===== config.mk =====
export PLATFORM = sky130hd
export DESIGN_NAME = instruction_cache
export DESIGN_NICKNAME = d
export VERILOG_FILES = /design/src/rtl/instruction_cache.sv
export SDC_FILE = /design/constraint.sdc
export NUM_CORES = 1
export LEC_CHECK = 0
export ABC_CLOCK_PERIOD_IN_PS = 14200
export CAP_MARGIN = 10
export CORE_MARGIN = 3
export CORE_UTILIZATION = 30
export DETAILED_ROUTE_END_ITERATION = 12
export SYNTH_ARGS = -nofsm -noshare
export SYNTH_HDL_FRONTEND = slang
export SYNTH_SLANG_ARGS = --single-unit

===== constraint.sdc =====
create_clock -name clock -period 14.2 [get_ports clock]
set_clock_uncertainty 0.15 [all_clocks]
set_input_delay 2.84 -clock clock [delete_from_list [all_inputs] [get_ports clock]]
set_output_delay 2.84 -clock clock [all_outputs]
set_load 0.01 [all_outputs]

===== src/rtl/instruction_cache.sv =====
// -----------------------------------------------------------------------------
// instruction_cache
//
// Direct-mapped, read-only instruction cache between the CPU fetch stage and
// instruction_memory.
//
// On a hit the requested 32-bit word is returned in the same cycle, with no
// stall. On a miss the cache stalls the CPU through busywait, reads the whole
// 16-byte block from instruction_memory, installs it, and then serves the word.
//
// Parameters:
//   NUM_BLOCKS   number of cache lines (power of two, >= 2)
//
// Ports:
//   clock          system clock, rising edge active
//   reset_n        asynchronous active-low reset
//   read           CPU fetch request
//   address        CPU byte PC; bits [1:0] are ignored
//   instruction    selected word of the indexed line; valid when read=1 and
//                  busywait=0
//   busywait       CPU stall
//   mem_read       block read request to instruction_memory
//   mem_address    block address of the miss (PC[31:4])
//   mem_readinst   block data from memory; word k = bits [32k+31:32k]
//   mem_busywait   instruction_memory busy
//
// Optional feature (macro ICACHE_STATS_EN):
//   When defined, adds the outputs hit_count[31:0] and miss_count[31:0]. Both
//   are saturating event counters and are cleared by reset.
// -----------------------------------------------------------------------------
module instruction_cache #(
  parameter int NUM_BLOCKS = 8
) (
  input  logic         clock,
  input  logic         reset_n,
  input  logic         read,
  input  logic [31:0]  address,
  output logic [31:0]  instruction,
  output logic         busywait,
  output logic         mem_read,
  output logic [27:0]  mem_address,
  input  logic [127:0] mem_readinst,
  input  logic         mem_busywait
`ifdef ICACHE_STATS_EN
  ,
  output logic [31:0]  hit_count,
  output logic [31:0]  miss_count
`endif
);

  localparam int INDEX_W = $clog2(NUM_BLOCKS);
  localparam int TAG_W   = 28 - INDEX_W;

  typedef enum logic [1:0] {
    S_IDLE     = 2'd0,
    S_MEM_READ = 2'd1,
    S_UPDATE   = 2'd2
  } state_e;

  // Line storage. Tags and data have no reset; the valid bits guard them.
  logic [NUM_BLOCKS-1:0] valid_q;
  logic [TAG_W-1:0]      tag_q  [NUM_BLOCKS];
  logic [127:0]          data_q [NUM_BLOCKS];

  state_e                state_q;
  logic                  first_q;      // set during the first MEM_READ cycle
  logic [27:0]           miss_addr_q;  // block address captured on the miss
  logic                  mem_read_q;

`ifdef ICACHE_STATS_EN
  logic [31:0]           hit_count_q;
  logic [31:0]           miss_count_q;
`endif

  // Address decode for the current fetch.
  logic [INDEX_W-1:0]    index_s;
  logic [TAG_W-1:0]      tag_s;
  logic [1:0]            word_s;
  logic [127:0]          line_s;
  logic                  hit_s;
  logic                  miss_s;

  // Fill target, taken from the captured miss address and not from the live PC.
  logic [INDEX_W-1:0]    fill_idx_s;
  logic [TAG_W-1:0]      fill_tag_s;

  // The byte offset within a word plays no part in the lookup.
  logic                  unused_addr_s;

  assign unused_addr_s = ^address[1:0];

  assign index_s    = address[4 +: INDEX_W];
  assign tag_s      = address[31 -: TAG_W];
  assign word_s     = address[3:2];
  assign line_s     = data_q[index_s];
  assign hit_s      = read & valid_q[index_s] & (tag_q[index_s] == tag_s);
  assign miss_s     = read & ~hit_s;

  assign fill_idx_s = miss_addr_q[INDEX_W-1:0];
  assign fill_tag_s = miss_addr_q[27 -: TAG_W];

  assign mem_read    = mem_read_q;
  assign mem_address = miss_addr_q;

  // Word select from the indexed line, driven in every state.
  always_comb begin
    instruction = 32'h0000_0000;
    case (word_s)
      2'd0:    instruction = line_s[31:0];
      2'd1:    instruction = line_s[63:32];
      2'd2:    instruction = line_s[95:64];
      2'd3:    instruction = line_s[127:96];
      default: instruction = 32'h0000_0000;
    endcase
  end

  // Stall: in IDLE it follows the lookup, so a hit never stalls and the
  // re-evaluated hit releases the CPU in the same cycle the fill returns to IDLE.
  // Reset forces it low at once, regardless of the request.
  always_comb begin
    busywait = 1'b0;
    if (!reset_n) begin
      busywait = 1'b0;
    end else begin
      case (state_q)
        S_IDLE:     busywait = miss_s;
        S_MEM_READ: busywait = 1'b1;
        S_UPDATE:   busywait = 1'b1;
        default:    busywait = 1'b0;
      endcase
    end
  end

  // Miss-handling FSM. It also maintains the valid bits, the memory request
  // outputs and the optional statistics counters.
  always_ff @(posedge clock or negedge reset_n) begin
    if (!reset_n) begin
      state_q      <= S_IDLE;
      first_q      <= 1'b0;
      miss_addr_q  <= 28'h000_0000;
      mem_read_q   <= 1'b0;
      valid_q      <= {NUM_BLOCKS{1'b0}};
`ifdef ICACHE_STATS_EN
      hit_count_q  <= 32'h0000_0000;
      miss_count_q <= 32'h0000_0000;
`endif
    end else begin
      case (state_q)
        S_IDLE: begin
          if (miss_s) begin
            miss_addr_q <= address[31:4];
            mem_read_q  <= 1'b1;
            first_q     <= 1'b1;
            state_q     <= S_MEM_READ;
`ifdef ICACHE_STATS_EN
            if (miss_count_q != 32'hFFFF_FFFF) begin
              miss_count_q <= miss_count_q + 32'd1;
            end
`endif
          end
`ifdef ICACHE_STATS_EN
          if (hit_s && (hit_count_q != 32'hFFFF_FFFF)) begin
            hit_count_q <= hit_count_q + 32'd1;
          end
`endif
        end
        S_MEM_READ: begin
          // The memory raises its busywait only after seeing the request, so
          // its level is meaningless on the first edge after entry.
          if (first_q) begin
            first_q <= 1'b0;
          end else if (!mem_busywait) begin
            mem_read_q <= 1'b0;
            state_q    <= S_UPDATE;
          end
        end
        S_UPDATE: begin
          valid_q[fill_idx_s] <= 1'b1;
          state_q             <= S_IDLE;
        end
        default: begin
          mem_read_q <= 1'b0;
          first_q    <= 1'b0;
          state_q    <= S_IDLE;
        end
      endcase
    end
  end

  // Line fill: a conflicting line is overwritten unconditionally.
  always_ff @(posedge clock) begin
    if (state_q == S_UPDATE) begin
      data_q[fill_idx_s] <= mem_readinst;
      tag_q[fill_idx_s]  <= fill_tag_s;
    end
  end

`ifdef ICACHE_STATS_EN
  assign hit_count  = hit_count_q;
  assign miss_count = miss_count_q;
`endif

endmodule

---- After elaboration in Yosys (flattened, before gate mapping) ----
Memory sizes are Yosys's and may differ from the RTL's.
Index checks and enable logic that the tools add are counted.
word-level totals
  register bits ........................... 40
  bits in writable memories ............... 1224
  input bits .............................. 164
  word-level logic and storage cells ...... 51
  memories ................................ 2
memory list
  memory  depth  width  rd ports  clocked after Yosys merged registers in  write ports  line  text
  data_q  8      128    1         0                                        1            63    logic [127:0] data_q [NUM_BLOCKS];
  tag_q   8      25     1         0                                        1            62    logic [TAG_W-1:0] tag_q [NUM_BLOCKS];
operators by class
  order comparisons ....................... 3
  equality and inequality tests ........... 9
  multiplexer cells ....................... 18
  bitwise logic cells ..................... 6
  reduce and logical (&&, ||, !) cells .... 8
operator list
  cell                  count
  $pmux W32 S4          1
  $eq A25 B25 Y1        1
  $lt A3 B4 Y1 const B  2
  $mux W1               8
  $or A8 B8 Y8          1
  $eq A2 B2 Y1 const B  3
  $mux W2               3
  $ne A2 B2 Y1 const B  3
  $eq A2 B1 Y1 const B  2
  $logic_not A2 Y1      2
  $pmux W1 S2           2
  $pmux W2 S2           1
  $reduce_and A2 Y1     2
  $reduce_and A4 Y1     1
  $and A1 B1 Y1         3
  $bmux W1 S3           1
  $demux W1 S3          1
  $ge A3 B1 Y1 const B  1
  $pmux W1 S3           1
  $reduce_and A3 Y1     1
  $not A1 Y1            2
  $reduce_or A2 Y1      1
  $logic_and A1 B1 Y1   1

---- Depth between registers and ports, before layout ----
  depth after elaboration ................. 8
  depth in mapped cells ................... 14
  gate-level depth less buffers ........... 8

---- Least setup slack after synthesis ----
No wires, ideal clock.
  path type ............................... register to register
  from .................................... register state_q[0]
  to ...................................... register valid_q[0]
  setup time .............................. 0.131 ns
  data arrival time ....................... 12.090 ns
  required time ........................... 13.919 ns
  setup slack ............................. 1.829 ns
  stages on the path, launching flop included .. 6
  path through ............................ dfrtp_1 > inv_1 > ha_1 > nand2b_1 > nor3_1 > or2_2
between the ends
  word-level cells in the longest chain between the ends .. 1
ends and longest elaborated chain
  what                      line  text
  start: declaration        65    state_e state_q;
  start signal: assignment  138   state_q <= S_IDLE;
  start signal: assignment  154   state_q <= S_MEM_READ;
  start signal: assignment  174   state_q <= S_UPDATE;
  $eq A2 B2 Y1              148   case (state_q)
  end signal: assignment    142   valid_q <= {NUM_BLOCKS{1'b0}};
  end: declaration          61    logic [NUM_BLOCKS-1:0] valid_q;
Every way passes these cells.
A chain may end at the register's enable or synchronous reset.

---- Worst setup path in the final report ----
  from .................................... input port address[5]
  to ...................................... output port busywait
between the ends
  word-level cells in the longest chain between the ends .. 8
ends and longest elaborated chain
  what                                                    line  text
  start: declaration                                      37    input logic [31:0] address,
  branches (longest 3 deep; another with $mem_v2 Z8 W25)  --
  $and A1 B1 Y1 *                                         96    assign hit_s = read & valid_q[index_s] & (tag_q[index_s] == tag_s);
  $not A1 Y1 *                                            97    assign miss_s = read & ~hit_s;
  $and A1 B1 Y1 *                                         97
  $pmux W1 S2 *                                           125   case (state_q)
  $mux W1 *                                               122   if (!reset_n) begin
  end: declaration                                        39    output logic busywait,
Mark *: on every way between the ends. The select of a mux whose other input is x is not followed.

==> impl_metrics.xml <==
<?xml version="1.0" encoding="UTF-8"?>
<metrics>
  <group name="worst_setup_path">
    <metric name="critical_path.max_fanout" unit="">79</metric>
    <metric name="crit_start" unit="">address[5]</metric>
    <metric name="critPathMaxStageDelay" unit="ns">0.85</metric>
    <metric name="worstSetupStartpointType" unit="">input port</metric>
    <metric name="critical_path_required" unit="ns">11.21</metric>
    <metric name="cp_data_arrival_time" unit="ns">7.27</metric>
    <metric name="timing.setup.critical_path_class" unit="">in -&gt; out</metric>
    <metric name="path_cells" unit="">buf_8 -&gt; buf_4 -&gt; mux4_2 -&gt; mux2i_1 -&gt; xor2_1 -&gt; o2111ai_1 -&gt; or3_1 -&gt; o41ai_2 -&gt; nor2_4 -&gt; o211a_1 -&gt; clkdlybuf4s50_1</metric>
    <metric name="cp.buffers_inverters" unit="">3</metric>
    <metric name="critical_path.reg2reg.startpoint" unit="">state_q[0]$_DFFE_PN0P_</metric>
    <metric name="cp-end-kind" unit="">output pin</metric>
    <metric name="cpLargestDelayFamily" unit="">buffers and inverters</metric>
    <metric name="timing.critical_path.slowest_stage_cell" unit="">sky130_fd_sc_hd__buf_4</metric>
  </group>
  <group name="grt">
    <metric name="overflow" unit="">0</metric>
    <metric name="grt_first_pass_wirelength" unit="µm">165000</metric>
    <metric name="first_global_vias" unit="">23423</metric>
    <metric name="groute.usage.overall" unit="">0.138</metric>
    <metric name="grt_max_degree" unit="">101</metric>
    <metric name="grt_antenna_before_repair" unit="">33</metric>
  </group>
  <group name="synthesis">
    <metric name="synth_seq_cells" unit="">1264</metric>
    <metric name="yosys_warnings" unit="">0</metric>
    <metric name="synth-simple-area-share" unit="">0.00794</metric>
    <metric name="synthesis.area_per_instance" unit="µm²">24.5</metric>
    <metric name="mappedNetlistNets" unit="">2145</metric>
    <metric name="netlist_area" unit="µm²">48400</metric>
    <metric name="number_of_distinct_library_cell_variants_in_the_gate_level_netlist_after_synthesis" unit="">48</metric>
    <metric name="synth-compound-area-share" unit="">0.00781</metric>
    <metric name="async_flop_share" unit="">0.0316</metric>
    <metric name="synth_adder_area_share" unit="">0.00129</metric>
    <metric name="synth-xor-area-share" unit="">0.00308</metric>
    <metric name="synth_enable_flop_cells" unit="">1224</metric>
    <metric name="ys_dominant_reg_cell" unit="">sky130_fd_sc_hd__edfxtp_1</metric>
    <metric name="synth_seq_area_share" unit="">0.781</metric>
    <metric name="combinational_family_with_the_most_area_after_synthesis" unit="">multiplexers</metric>
    <metric name="portion_of_netlist_area_occupied_by_mux_cells" unit="">0.190</metric>
    <metric name="yosys.area.top_type" unit="">sky130_fd_sc_hd__edfxtp_1</metric>
    <metric name="synthTopCellsByArea" unit="">sky130_fd_sc_hd__edfxtp_1 76%, sky130_fd_sc_hd__mux4_2 16%, sky130_fd_sc_hd__dfrtp_1 2.1%, sky130_fd_sc_hd__mux2_2 1.4%, sky130_fd_sc_hd__mux2i_1 1.1%</metric>
    <metric name="synth_largest_type_area_fraction" unit="">0.760</metric>
    <metric name="syn-instance-count" unit="">1976</metric>
  </group>
  <group name="worst_hold_path">
    <metric name="worst_hold_path_type" unit="">reg -&gt; reg</metric>
    <metric name="hp-start" unit="">valid_q[3]$_DFFE_PN0P_</metric>
  </group>
  <group name="placed_design">
    <metric name="placed_cells" unit="">4288</metric>
    <metric name="gp_routability_congestion" unit="">0.780</metric>
    <metric name="io_buffer_count" unit="">223</metric>
    <metric name="dpl_worst_slack" unit="ns">3.82</metric>
    <metric name="detailedPlacementHpwl" unit="µm">64300</metric>
    <metric name="dpl-instance-area" unit="µm²">53300</metric>
  </group>
  <group name="clocking">
    <metric name="cts_root_buffer" unit="">sky130_fd_sc_hd__clkbuf_16</metric>
    <metric name="tritoncts" unit="">yes</metric>
    <metric name="cts-root-to-sink-buffers" unit="">3</metric>
    <metric name="post_cts_buffers" unit="">0</metric>
    <metric name="h-tree-depth" unit="">4</metric>
    <metric name="clock_sinks" unit="">1264</metric>
    <metric name="cts_hold_buffers" unit="">0</metric>
    <metric name="clk_latency" unit="ns">0.75</metric>
    <metric name="numCtsBuffers" unit="">137</metric>
    <metric name="cts.clk_slew.worst_paths" unit="ns">0.06</metric>
    <metric name="cts_repair_resize_count" unit="">0</metric>
  </group>
  <group name="sta">
    <metric name="timing.final.crit_period" unit="ns">10.26</metric>
    <metric name="maxSlewViolCount" unit="">0</metric>
    <metric name="worst_slack" unit="ns">3.94</metric>
    <metric name="hold_slack" unit="ns">0.318</metric>
    <metric name="fin_crit_share" unit="">0.723</metric>
    <metric name="finalSetupViolations" unit="">0</metric>
    <metric name="setup_tns" unit="ns">0</metric>
    <metric name="worst_slew_margin_rel" unit="">0.184</metric>
    <metric name="max_slew.worst_pin.slew" unit="ns">1.22</metric>
    <metric name="rsz0062_at_grt" unit="">false</metric>
    <metric name="finalHoldViolCount" unit="">0</metric>
    <metric name="timing.fmax" unit="GHz">0.0974</metric>
  </group>
  <group name="final_layout">
    <metric name="final_layout_size_suffix_gt1_frac" unit="">0.282</metric>
    <metric name="most_common_library_cell_in_the_layout_ignoring_fill_and_taps" unit="">sky130_fd_sc_hd__edfxtp_1</metric>
    <metric name="design_area_final" unit="µm²">57600</metric>
    <metric name="area.sequential" unit="µm²">37800</metric>
    <metric name="layoutNonFillerInstCount" unit="">4543</metric>
    <metric name="multi_input_comb_area" unit="µm²">10200</metric>
    <metric name="fillers" unit="">14416</metric>
    <metric name="finish.net_count" unit="">2450</metric>
    <metric name="syn2layout_area_growth" unit="%">19.1</metric>
    <metric name="final_cell_mix" unit="">1,224 x sky130_fd_sc_hd__edfxtp_1, 348 x sky130_fd_sc_hd__mux4_2, 217 x sky130_fd_sc_hd__clkdlybuf4s50_1, 141 x sky130_fd_sc_hd__clkbuf_16, 58 x sky130_fd_sc_hd__mux2_2</metric>
  </group>
  <group name="run">
    <metric name="max_cap_violations" unit="">0</metric>
  </group>
  <group name="die">
    <metric name="core" unit="µm²">159000</metric>
    <metric name="ios" unit="">226</metric>
    <metric name="floorplan_row_count" unit="">146</metric>
    <metric name="die-width" unit="µm">408</metric>
    <metric name="design.die.area" unit="µm²">166000</metric>
    <metric name="floorplan.die.height" unit="µm">408</metric>
    <metric name="start_util" unit="">0.304</metric>
  </group>
  <group name="route">
    <metric name="drcViolationCount" unit="">0</metric>
    <metric name="total_routed_wirelength" unit="µm">114000</metric>
    <metric name="drtPass1Iterations" unit="">5</metric>
    <metric name="wl_per_cell" unit="µm">25.2</metric>
    <metric name="drt-initial-drc-count" unit="">1925</metric>
    <metric name="routed-via-count" unit="">21680</metric>
    <metric name="postRouteAntennaNets" unit="">0</metric>
    <metric name="route.detailed.vias_per_inst" unit="">4.77</metric>
  </group>
  <group name="pwr">
    <metric name="power_density" unit="nW/µm²">158</metric>
    <metric name="peakVddDrop" unit="V">0.000122</metric>
    <metric name="leakage_power_of_the_design" unit="nW">17.9</metric>
  </group>
  <group name="status">
    <metric name="run_status" unit="">finished, final reports clean</metric>
  </group>
</metrics>
## metrics by stage
| step | power (mW) | utilization |
|---|---|---|
| 3_5_place_dp | 5.85 | 0.334 |
| 2_1_floorplan | 5.37 | - |
| 5_1_grt | 9.50 | 0.361 |
| 3_3_place_gp | 5.80 | 0.334 |
| 6_report | 9.12 | 0.362 |
| 4_1_cts | 9.27 | 0.361 |
## kinds of logic after synthesis
| family | after synthesis |
|---|---|
| AO/OA/AOI/OAI | 51 |
| AND/OR/NAND/NOR | 66 |
| adder cells (fa/ha/maj) | 5 |
| XOR/XNOR | 17 |
| multiplexers | 471 |
| buffers and inverters | 102 |
| flip-flops | 1264 |
## report_power, final
group          total (mW)  internal, mW  switching [mW]
Clock                3.39          1.98            1.40
Sequential           4.72          4.56           0.166
Combinational        1.02         0.449           0.568
## synth_stat cells (all sizes together) (2+ instances only)
library cell / instances
a21boi: 3
a21oi: 8
a221oi: 3
a22o: 7
a22oi: 12
a31oi: 2
and2: 3
and3: 4
and3b: 3
buf: 44
clkbuf: 52
dfrtp: 40
edfxtp: 1224
ha: 5
inv: 6
mux2: 67
mux2i: 56
mux4: 348
nand2: 3
nand2b: 4
nand3: 2
nand4: 4
nand4b: 2
nor2: 14
nor2b: 6
nor3: 6
o2111ai: 2
o21ai: 5
o22a: 4
o22ai: 2
or2: 8
or4: 2
xnor2: 9
xor2: 8
## cell type report
| type | count | area share |
|---|---|---|
| well taps | 2146 | 0.0466 |
| clock inverters | 68 | 0.0107 |
| repair buffers | 262 | 0.0447 |
| diodes | 17 | 0.000738 |
| flip-flops and latches | 1264 | 0.655 |
| clock buffers | 170 | 0.0638 |
| multi-input cells | 610 | 0.178 |
| inverters | 6 | 0.000391 |
## registers in the layout (all words and copies together) (netlist names)
register / flops
first_q: 1
state_q: 2
data_q: 1024
tag_q: 200
valid_q: 8
mem_address: 28
mem_read: 1
## worst register-to-register path, stage by stage (launching register included)
cell	delay, ns
sky130_fd_sc_hd__dfrtp_1	0.44
sky130_fd_sc_hd__inv_1	0.11
sky130_fd_sc_hd__ha_1	0.30
sky130_fd_sc_hd__nand2_1	0.28
sky130_fd_sc_hd__nor2_4	0.89
sky130_fd_sc_hd__buf_4	0.65
sky130_fd_sc_hd__buf_4	0.77
## worst paths after layout
kind	endpoint	slack (ns)	cells after the start
worst max register to register	data_q[3][127]$_DFFE_PP_	10.19	6
worst min-delay path	valid_q[3]$_DFFE_PN0P_	0.32	1
worst min register to register	valid_q[3]$_DFFE_PN0P_	0.32	1
max in group asynchronous	mem_address[2]$_DFFE_PN0P_	11.41	2
min in group asynchronous	mem_address[5]$_DFFE_PN0P_	2.04	2
worst max-delay path	busywait	3.94	11
## routing by layer
layer	GRT usage	wire (µm)	up-vias
li1	-	-	9179
met1	0.170	44900	11604
met2	0.232	57700	693
met3	0.0427	8880	182
met4	0.0420	2820	22
met5	0	140	-
No activity file was read; power rests on OpenSTA's default activity.
==> RTL edit 1 (same settings) <==
Add a define of `ICACHE_STATS_EN`.
--- a/src/rtl/instruction_cache.sv
+++ b/src/rtl/instruction_cache.sv
@@ -29,4 +29,6 @@
 //   are saturating event counters and are cleared by reset.
 // -----------------------------------------------------------------------------
+`define ICACHE_STATS_EN
+
 module instruction_cache #(
   parameter int NUM_BLOCKS = 8
Formal check against the unedited RTL (old outputs only; new: hit_count and miss_count): same outputs for any inputs over 4 cycles, from zero or initial values and one cycle with reset_n low; that may be too few to reach the edited logic, so the function may still have changed.
==> RTL edit 1 against the unedited design <==
  * Worst setup slack better by 0.073 ns
  * Cell count is 8.6% higher
  * Global-route usage hardly changed
  * Wire length is 5.3% higher
  * Sequential cell count is 64 higher
  * Via count is 8.4% higher
  * Total power is 5.6% higher
  * Synthesized area is 6.0% higher
  * Critical path depth is 4 lower
  * Design area is 6.8% higher
  * Sequential power is 4% higher
==> RTL edit 1: results (changes against the unedited design) <==
| Metric | Value |
|---|---|
| Status | complete, no violations |
| Avg Vias per Cell | 4.77 (-0.14%) |
| PwrDens | 157 nW/µm² (-1.2%) |
| Ys async rst share | 7.83% (+4.7 points) |
| Multi-input combinational cell area | 11,400 µm² (+11%) |
| Port Buffers | 287 (+29%) |
| First DRT Iteration DRCs | 1,879 (-2.4%) |
| Largest net degree at the start of global routing | 111 (+9.9%) |
| Metal3 WL | 5.93 mm (-33%) |
| Global-route wire length before repair | 176 mm (+6.7%) |
| RR Endpoint | data_q[7][118] |
| Max frequency | 98.1 MHz (+0.72%) |
| CTS buffer count | 145 (+5.8%) |
| R2R Setup Slk | 9.93 ns (-0.26 ns) |
| Clkbuf count | 178 (+4.7%) |
| Antenna Cells | 4 (-13) |
| Layout fillers | 15,500 (+7.4%) |
| FFs & Latches | 1,328 (+5.1%) |
| Sequential area share after synthesis | 76.8% (-1.3 points) |
| Met3 Usage GRT | 3.00% (-1.3 points) |
| Routed met2 length | 63.5 mm (+10%) |
| Inverters | 12 (+6) |
| Layout non-clock buf frac | 5.25% (+0.78 points) |
| CP endpoint | instruction[15] |
| Vias in the first global route | 25,100 (+7.2%) |
| Final WL | 120 mm (+5.3%) |
| Layout Nets | 2,763 (+13%) |
| Seq area share | 63.9% (-1.6 points) |
| Global routing usage on met2 | 24.2% (+0.99 points) |
| M1 GR Usage | 16.9% (-0.039 points) |
| DRT met1 WL | 48.2 mm (+7.3%) |
| Buffers outside the clock class | 322 (+23%) |
| Placed inst area | 56,800 µm² (+6.6%) |
| Synth cell count leaders | edfxtp_1, mux4_2, dfrtp_1 |
| Share of cells above drive strength 1 | 25.6% (-2.6 points) |
| Hold Crit Endpoint | valid_q[7] |
| Pre-CTS WS | 3.84 ns (+0.0154 ns) |
| DPL Wire Length | 66.9 mm (+4.0%) |
| Worst Tran Pin Value | 1.10 ns (-0.121 ns) |
| Gpl congestion | 0.703 (-9.9%) |
| Comb_multi_in | 783 (+28%) |
| Max VDD drop | 0.124 mV (+1.5%) |
| Syn nets | 2,402 (+12%) |
| Largest stage delay, worst path | 0.87 ns (+0.02 ns) |
| Clk_lat worst skew | 0.78 ns (+0.03 ns) |
| Critical path data arrival time | 7.20 ns (-0.07 ns) |
| Clock network area share | 7.71% (+0.26 points) |
| Hold_sp | valid_q[7] |
| Reg2reg path depth | 6 (unchanged) |
| Synth area leaders | edfxtp_1, mux4_2, dfrtp_1 |
==> RTL edit 1: cell count changes after synthesis, moves of 20 or more <==
cell,delta
buf_2,+21
nand4_1,+22
nand3_1,+21
xor2_1,+26
xnor2_1,+33
nand2_1,+20
dfrtp_1,+64
==> RTL edit 1: where the power goes <==
part           switching (W)  leakage [nW]  internal, W
Clock                0.00158          2.32      0.00211
Combinational       0.000579          5.01     0.000459
Sequential          0.000166          12.4      0.00474
==> RTL edit 1: cells by family after synthesis <==
| group | Yosys count | synth area share [%] |
|---|---|---|
| flops | 1328 | 76.8 |
| mux | 471 | 18.0 |
| simple gates | 188 | 2.05 |
| buf+inv | 120 | 1.12 |
| xor+xnor | 76 | 1.30 |
| compound gates | 41 | 0.610 |
| fa+ha+maj | 7 | 0.171 |
==> RTL edit 1: per-stage QoR <==
step	instances	hold WS [ns]
finish	4932	0.314
global route	4930	0.325
CTS	4927	0.314
detailed placement	4662	0.300
global placement	4662	0.296
floorplan	2231	0.284
==> RTL edit 2 (config.mk and constraints unchanged) <==
Without the edit above. Reset style: synchronous (`reset_n`), changed in one clocked block. Comments in the files are not updated.
--- a/src/rtl/instruction_cache.sv
+++ b/src/rtl/instruction_cache.sv
@@ -134,5 +134,5 @@
   // Miss-handling FSM. It also maintains the valid bits, the memory request
   // outputs and the optional statistics counters.
-  always_ff @(posedge clock or negedge reset_n) begin
+  always_ff @(posedge clock) begin
     if (!reset_n) begin
       state_q      <= S_IDLE;
Function: differs if reset_n is asserted again (counterexample within 4 cycles, from zero or initial values and one cycle with reset_n low); with reset_n held inactive, the same outputs for 4 cycles.
==> RTL edit 2 against the unedited design <==
  * First-iteration DRC count shrank 2.5%
  * Largest cell class unchanged
  * Worst setup slack better by 0.60 ns
  * Design area fell by 0.46%
  * Highest routed layer unchanged
  * Wire length decreased by 0.78%
  * Sequential share of layout area is essentially flat
  * Synthesized cell count up 2.6%
  * Sequential cell count stayed put
  * Cell count is 0.97% higher
  * Synthesized area is 0.26% lower
Power is not compared: it rests on default switching activity, and its combinational part moved more than twofold at a synthesized area within 25%.
==> RTL edit 2: results (changes against the unedited design) <==
| Metric | Value |
|---|---|
| Tot GR Track Use | 13.8% (+0.076 points) |
| CTS buffer count | 135 (-1.5%) |
| Adder-Cell Fraction of Synth Area | 0.130% (+0.00033 points) |
| Biggest register | data_q |
| Synth cell count leaders | edfxtp_1, mux4_2, mux2i_1 |
| Worst Tran Pin Value | 1.04 ns (-0.183 ns) |
| Synth area leaders | edfxtp_1, mux4_2, mux2i_1 |
| Post-synth cell types | 42 (-13%) |
| Max VDD drop | approximately 0.11 mV |
| Compound-Gate Fraction of Synth Area | 0.848% (+0.067 points) |
| Syn nets | 2,197 (+2.4%) |
| Share of cells above drive strength 1 | 25.8% (-2.5 points) |
| Synth Area in XOR/XNOR | 0.363% (+0.055 points) |
| Largest stage delay, worst path | 0.67 ns (-0.18 ns) |
| Pre-CTS WS | 4.43 ns (+0.607 ns) |
| DPL Wire Length | 62.7 mm (-2.5%) |
| Syn avg cell area | 23.8 µm² (-2.8%) |
| Placed inst area | 53,100 µm² (-0.33%) |
| EDFF count, synth | 1,224 (unchanged) |
| Gpl congestion | 0.735 (-5.7%) |
| Via count | 21,900 (+0.95%) |
| Layout Nets | 2,490 (+1.6%) |
| Mux cell area share after synthesis | 18.8% (-0.20 points) |
| Initial antenna violation count | 36 (+9.1%) |
| Global-route wire length before repair | 164 mm (-0.61%) |
| Sequential area share after synthesis | 77.8% (-0.21 points) |
| Ys async rst share | 0% (-3.2 points) |
| Critical path data arrival time | 6.67 ns (-0.60 ns) |
| Status | complete, no violations |
| Vias in the first global route | 23,700 (+1.4%) |
| Fin cells | 4,587 (+0.97%) |
| Crit Path Max Fanout | 139 (+76%) |
| Post-Place Cells | 4,330 (+0.98%) |
| Average wire per standard cell | 24.8 µm (-1.7%) |
| First DRT Iteration DRCs | 1,877 (-2.5%) |
[RTL edit 2: changes by cell type after synthesis, sizes merged, moves of 8 or more]
cell | unedited run | this run
nand2 | 3 | 67
dfrtp | 40 | 0
dfxtp | 0 | 40
mux2i | 56 | 87
mux2 | 67 | 45
buf | 44 | 56
o21a | 0 | 9
or2 | 8 | 0
[RTL edit 2: layout make-up]
cell class	count	area, µm²
Timing Repair Buffer	257	2590
Antenna cell	17	42.5
Sequential cell	1264	37600
Tap cell	2146	2690
Inverter	6	22.5
Fill cell	14400	102000
Clock buffer	179	3650
Multi-Input combinational cell	657	10200
Clock inverter	61	558
[RTL edit 2: logic make-up after synthesis]
kind of cell    after synthesis
flops                      1264
xor+xnor                     20
mux                         474
fa+ha+maj                     5
simple gates                105
buf+inv                     107
compound gates               53
[RTL edit 2: power breakdown]
group	switching, W	internal [W]	leakage (nW)	total, W
clock network	0.00141	0.00190	2.04	0.00331
logic	0.000239	0.000223	4.36	0.000463
registers	0.0000267	0.00414	11.4	0.00417
[RTL edit 2: metal layers]
metal | GRT usage [%] | vias up | wire [µm]
met5 | 0 | - | 159
met4 | 3.90 | 24 | 2190
met3 | 4.65 | 197 | 9290
met2 | 23.2 | 700 | 57000
met1 | 17.0 | 11700 | 44900
li1 | - | 9280 | -
[RTL edit 2: worst paths after layout]
kind,cells after the start,from,slack [ns],endpoint
setup / recovery,7,address[5],4.54,instruction[11]
hold / removal,1,valid_q[7],0.32,valid_q[7]
setup reg to reg,7,state_q[0],9.94,data_q[7][94]
hold reg to reg,1,valid_q[7],0.32,valid_q[7]
[RTL edit 2: worst max-delay path, delay by kind of cell]
family                 cells  cell delay, ns
buffers and inverters      4            2.14
muxes                      3            1.34
[RTL edit 2: per-stage QoR]
| stage | utilization [%] | total power (W) | hold WS [ns] |
|---|---|---|---|
| 2_1_floorplan | - | 0.00450 | 0.285 |
| 3_3_place_gp | 33.4 | 0.00471 | 0.291 |
| 3_5_place_dp | 33.4 | 0.00472 | 0.308 |
| 4_1_cts | 36.0 | 0.00806 | 0.321 |
| 5_1_grt | 36.0 | 0.00824 | 0.339 |
| 6_report | 36.0 | 0.00794 | 0.321 |
